===== config.mk =====
export PLATFORM = sky130hd
export DESIGN_NAME = sdram_port_arbiter
export DESIGN_NICKNAME = d
export VERILOG_FILES = /design/src/rtl/sdram_port_arbiter.sv
export SDC_FILE = /design/constraint.sdc
export NUM_CORES = 1
export LEC_CHECK = 0
export ABC_AREA = 1
export BUFFER_PORTS_ARGS = -buffer_cell sky130_fd_sc_hd__buf_4
export CAP_MARGIN = 20
export CORE_AREA = 3 3 103 105
export DETAILED_ROUTE_END_ITERATION = 12
export DIE_AREA = 0 0 106 108
export PLACE_DENSITY = 0.88
export SLEW_MARGIN = 20
export SYNTH_ARGS = -nofsm -noshare
export SYNTH_HDL_FRONTEND = slang
export SYNTH_SLANG_ARGS = --single-unit

===== constraint.sdc =====
create_clock -name clk_sys -period 1.8 [get_ports clk_sys]
set_input_delay 0.27 -clock clk_sys [delete_from_list [all_inputs] [get_ports clk_sys]]
set_output_delay 0.27 -clock clk_sys [all_outputs]
set_load 0.03 [all_outputs]

===== src/rtl/sdram_port_arbiter.sv =====
// Arbitrates three client ports plus periodic auto-refresh onto a single SDRAM
// controller command port, one transaction in flight at a time.
module sdram_port_arbiter #(
  parameter int ADDR_W           = 25,
  parameter int DATA_W           = 16,
  parameter int REFRESH_INTERVAL = 390,
  parameter int MAX_VIDEO_BURST  = 4
) (
  input  logic                  clk_sys,
  input  logic                  reset_n,
  input  logic [2:0]            req,
  input  logic [2:0]            we,
  input  logic [3*ADDR_W-1:0]   addr,
  input  logic [3*DATA_W-1:0]   din,
  input  logic [5:0]            be,
  output logic [2:0]            ack,
  output logic [DATA_W-1:0]     dout,
  output logic                  cmd_valid,
  input  logic                  cmd_ready,
  output logic                  cmd_refresh,
  output logic                  cmd_we,
  output logic [ADDR_W-1:0]     cmd_addr,
  output logic [DATA_W-1:0]     cmd_din,
  output logic [1:0]            cmd_be,
  input  logic                  rsp_valid,
  input  logic [DATA_W-1:0]     rsp_data,
  output logic                  refresh_miss
);

  localparam int RW = (REFRESH_INTERVAL > 1) ? $clog2(REFRESH_INTERVAL) : 1;
  localparam int VW = (MAX_VIDEO_BURST > 0) ? $clog2(MAX_VIDEO_BURST + 1) : 1;
  localparam logic [RW-1:0] REF_RELOAD = RW'(REFRESH_INTERVAL - 1);
  localparam logic [VW-1:0] VID_MAX    = VW'(MAX_VIDEO_BURST);

  typedef enum logic [1:0] {S_IDLE, S_ISSUE, S_WAIT_RSP, S_REFRESH} state_t;

  state_t          state, state_nxt;
  logic [RW-1:0]   ref_cnt;
  logic            refresh_pend;
  logic            rr_last2;
  logic [VW-1:0]   vid_cnt;
  logic [1:0]      gnt;
  logic [1:0]      win;
  logic            grant_valid;
  logic            p0_ok;
  logic            ref_done;

  // Arbitration is blocked during the ack cycle so a client still holding req
  // on the edge that samples ack is not granted twice.
  always_comb begin
    p0_ok       = req[0] && !((|req[2:1]) && (vid_cnt == VID_MAX));
    grant_valid = (state == S_IDLE) && !refresh_pend && (ack == '0) && (|req);
    ref_done    = (state == S_REFRESH) && cmd_ready;
    win         = 2'd0;
    if (p0_ok)                win = 2'd0;
    else if (req[1] && req[2]) win = rr_last2 ? 2'd1 : 2'd2;
    else if (req[1])          win = 2'd1;
    else                      win = 2'd2;
  end

  always_ff @(posedge clk_sys) begin
    if (!reset_n) state <= S_IDLE;
    else          state <= state_nxt;
  end

  always_comb begin
    state_nxt = state;
    unique case (state)
      S_IDLE: begin
        if (refresh_pend)     state_nxt = S_REFRESH;
        else if (grant_valid) state_nxt = S_ISSUE;
      end
      S_ISSUE:    if (cmd_ready) state_nxt = S_WAIT_RSP;
      S_WAIT_RSP: if (rsp_valid) state_nxt = S_IDLE;
      S_REFRESH:  if (cmd_ready) state_nxt = S_IDLE;
      default:    state_nxt = S_IDLE;
    endcase
  end

  always_comb begin
    cmd_valid   = (state == S_ISSUE) || (state == S_REFRESH);
    cmd_refresh = (state == S_REFRESH);
  end

  always_ff @(posedge clk_sys) begin
    if (!reset_n) begin
      ack          <= '0;
      dout         <= '0;
      cmd_we       <= 1'b0;
      cmd_addr     <= '0;
      cmd_din      <= '0;
      cmd_be       <= '0;
      gnt          <= 2'd0;
      rr_last2     <= 1'b1;
      vid_cnt      <= '0;
      ref_cnt      <= REF_RELOAD;
      refresh_pend <= 1'b0;
      refresh_miss <= 1'b0;
    end else begin
      ack <= '0;
      if (state == S_WAIT_RSP && rsp_valid) begin
        ack <= 3'b001 << gnt;
        if (!cmd_we) dout <= rsp_data;
      end

      if (grant_valid) begin
        gnt      <= win;
        cmd_we   <= we[win];
        cmd_addr <= addr[ADDR_W*int'(win) +: ADDR_W];
        cmd_din  <= din[DATA_W*int'(win) +: DATA_W];
        cmd_be   <= be[2*int'(win) +: 2];
        if (win == 2'd0) begin
          if (|req[2:1]) vid_cnt <= vid_cnt + 1'b1;
        end else begin
          vid_cnt  <= '0;
          rr_last2 <= (win == 2'd2);
        end
      end

      // An expiry coinciding with refresh completion re-arms pend without a miss.
      if (ref_cnt == '0) begin
        ref_cnt      <= REF_RELOAD;
        refresh_pend <= 1'b1;
        if (refresh_pend && !ref_done) refresh_miss <= 1'b1;
      end else begin
        ref_cnt <= ref_cnt - 1'b1;
        if (ref_done) refresh_pend <= 1'b0;
      end
    end
  end

endmodule


==> parameters.txt <==
Parameter                              Value

Yosys
  Area share of the largest cell type after synthesis    35.7%
  Count of different cell masters after synthesis    26
  Area of the mapped netlist    4590 um^2
  Most area-consuming cells after synthesis    dfxtp_1 (36%), nand3_1 (15%), inv_1 (13%)
  Number of warnings printed during yosys synthesis    0
  Post-Syn Instances    730
  Post-synthesis register bit count    82
  Mean instance size in the synthesized netlist    6.29 um^2
  Sequential area share after synthesis    35.7%
  Cell taking the most area after synthesis    dfxtp_1
  Post-Synthesis Net Count    888

Pwr
  Proportion of power drawn by flip-flops and latches    32.5%
  Net switching power    3.71 mW
  Sw frac    44.4%
  Standby leakage power    3.70 nW
  Cell-internal power    4.65 mW
  Clock network fraction of design power    15.4%
  Logic gate share of total power    52.0%
  Cell area power density    1280 nW/um^2
  Maximum VDD drop    0.652 mV

Die
  Number of primary I/O pins    221
  Num rows    36
  Die Footprint    11400 um^2
  Total core area    9730 um^2
  Die Y-Extent    108 um
  Die Wd    106 um
  Starting density of the core    47.2%

Routing
  Overall via count from detail_route    5172
  Via/cell ratio    4.85
  Number of design rule violations left after detail routing    0
  First-pass iteration count of the detailed router    5
  Drt first-iter violations    246
  Routed WL    14200 um
  Routed Antenna Nets    0
  Routed length per placed instance    13.3 um

Global route
  Aggregate global routing overflow    0
  Number of global-route vias before repair    4749
  First-pass GRT wire length    22400 um
  Largest net degree at the start of global routing    63
  Overall routing resource usage    23.9%
  Number of antenna violations at the first check in global routing    0

Critical path
  WP buf/inv    3
  Crit path launch type    flop
  Max stage delay cell, worst path    dfxtp_1
  CP endpoint kind    flop
  Most Frequent Cell on Critical Path    nand2_1
  Origin of the worst setup path    vid_cnt[0]
  Startpoint of the worst register-to-register path    vid_cnt[0]
  FF-to-FF path depth    10
  Cell-by-cell trace of the critical path    inv_1 > ha_1 > nand2_1 > inv_1 > nand2_1 > nand2_2 > nand2_1 > buf_4 > nand3_1 > a21oi_1
  Critical path's largest stage delay    0.36 ns
  Kind of cell adding the most delay to the critical path    simple AND/OR/NAND/NOR gates
  CP Max Fanout    18
  Required @ worst endpoint    2.07 ns
  Crit path DAT    1.86 ns
  Worst Setup Path Type    reg2reg
  Critical path depth in cells    10

STA
  Minimum period implied by the final worst setup slack    1.59 ns
  Final cycle utilization of the critical path    88.4%
  Slew at the pin closest to its max-slew limit    0.504 ns
  Clock skew after layout    0.0138 ns
  Max frequency    628 MHz
  Max-slew violation count    0
  Count of endpoints failing hold in the final timing report    0
  Final-report setup violation count    0
  Worst rel slew slack    66.3%
  Unrepaired setup endpoints after global routing    no
  Final sum of negative setup slack    0 ns

Run status
  Status    finished clean

Place
  Detailed-placement wirelength estimate    10500 um
  Buffers added on ports    220
  Final Wtd Congestion    0.857
  Standard cell area after detailed placement    6350 um^2

Layout
  Area growth from synthesis to final layout    42.3%
  Filler Cell Count    897
  Finished layout cell area    6540 um^2
  Share of layout cells above drive strength 1    28.5%
  Area of combinational cells with multiple inputs    2120 um^2
  Reg area    1640 um^2
  Highest-count cells in the layout ignoring fill and taps    buf_4 (230), inv_1 (154), nand3_1 (138), nand2_1 (112), dfxtp_1 (82)
  Final #Nets    1089
  Leading cell type in the layout, fill and taps excluded    buf_4
  # diodes    0

Clock network
  Longest Clk Path Bufs    2
  Number of hold buffers added after CTS    0
  H-Tree Level Count    3
  Number of buffers created by CTS    9
  Worst-skew pair later-pin latency    0.34 ns
  TritonCTS clock tree    done
  Number of clock sinks seen by CTS    82
  Clock-pin slew on the worst setup and hold paths    0.08 ns
  Buffer cell driving the clock tree root    clkbuf_8

Run
  # Max-Cap Violations    0

Worst hold path
  Class of the tightest hold or removal check    in2reg
  Beginning of the worst hold path    cmd_ready
  WHS Path Cells    2
Yosys cell counts:
master / count
nor2_4: 3
inv_1: 154
nand3_1: 138
xnor2_1: 1
nand4_1: 4
buf_4: 9
nand2_2: 5
nor2_1: 43
a21oi_1: 56
o221ai_1: 1
buf_1: 1
or2_2: 3
nor3b_1: 2
inv_2: 3
nor3_1: 2
o21ai_1: 5
buf_6: 2
nor2_2: 2
clkbuf_1: 12
o21ai_0: 63
o21ai_2: 1
xor2_1: 1
dfxtp_1: 82
nand2_1: 112
ha_1: 3
buf_2: 22
worst reg2reg max path, stage by stage (launching register included):
cell	delay, ns
dfxtp_1	0.36
inv_1	0.07
ha_1	0.19
nand2_1	0.07
inv_1	0.04
nand2_1	0.06
nand2_2	0.10
nand2_1	0.12
buf_4	0.25
nand3_1	0.13
a21oi_1	0.15
layout make-up:
cell class | count | share of cell area [%]
well taps | 133 | 2.55
flip-flops and latches | 82 | 25.1
inverters | 157 | 9.02
multi-input cells | 445 | 32.4
repair buffers | 236 | 28.1
clock inverters | 3 | 0.651
clock buffers | 10 | 2.11
routing by layer:
metal	vias up	part of all wire, %	track usage (%)
li1	2677	-	-
met1	2301	40	28.1
met2	178	51	43.2
met3	16	6.9	6.33
met4	0	1.6	6.38
met5	-	0	0
state kept, by name, summed over array words and instances (netlist names):
name          flops
refresh_miss      1
cmd_we            1
vid_cnt           3
cmd_din          16
ref_cnt           9
cmd_addr         25
state             2
refresh_pend      1
ack               3
rr_last2          1
gnt               2
cmd_be            2
dout             16
path summary, 6_finish.rpt:
| check | to | slack, ns |
|---|---|---|
| worst min-delay path | state[0] | 0.12 |
| worst min register to register | ref_cnt[0] | 0.40 |
| worst max register to register | cmd_din[12] | 0.21 |
| worst max-delay path | cmd_din[12] | 0.21 |
stage by stage:
step	setup WS, ns	util [%]	hold slack [ns]	cells	total power [mW]
6_report	0.209	67.2	0.123	1066	8.36
5_1_grt	0.0170	67.2	0.111	1066	8.93
4_1_cts	0.164	67.1	0.110	1066	8.41
3_5_place_dp	0.193	65.3	0.379	1053	7.10
3_3_place_gp	0.272	65.3	0.376	1053	7.04
2_1_floorplan	0.416	-	0.363	730	5.59
logic make-up (layout without fill, tap and decap cells):
group	after synthesis	in the layout	share of synthesized area, %
and+or+nand+nor	314	314	30.9
xor gates and xnor gates	2	2	0.382
adders and majority gates	3	3	0.818
AOI/OAI and AO/OA	126	126	13.9
buffers and inverters	203	406	18.3
DFF	82	82	35.7
power by group through the flow:
stage | combinational [mW] | sequential [mW] | clock [mW]
3_3_place_gp | 4.30 | 2.73 | 0
4_1_cts | 4.37 | 2.72 | 1.32
6_report | 4.35 | 2.72 | 1.29
2_1_floorplan | 1.92 | 3.67 | 0
3_5_place_dp | 4.35 | 2.74 | 0
5_1_grt | 4.75 | 2.79 | 1.39
timing repair:
| action | CTS | global route |
|---|---|---|
| setup endpoints to repair | 0 | 9 |
| buffers inserted | 0 | 0 |
| resized for setup | 0 | 1 |
| hold endpoints to repair | 0 | 0 |
No activity file was read; power rests on OpenSTA's default activity.
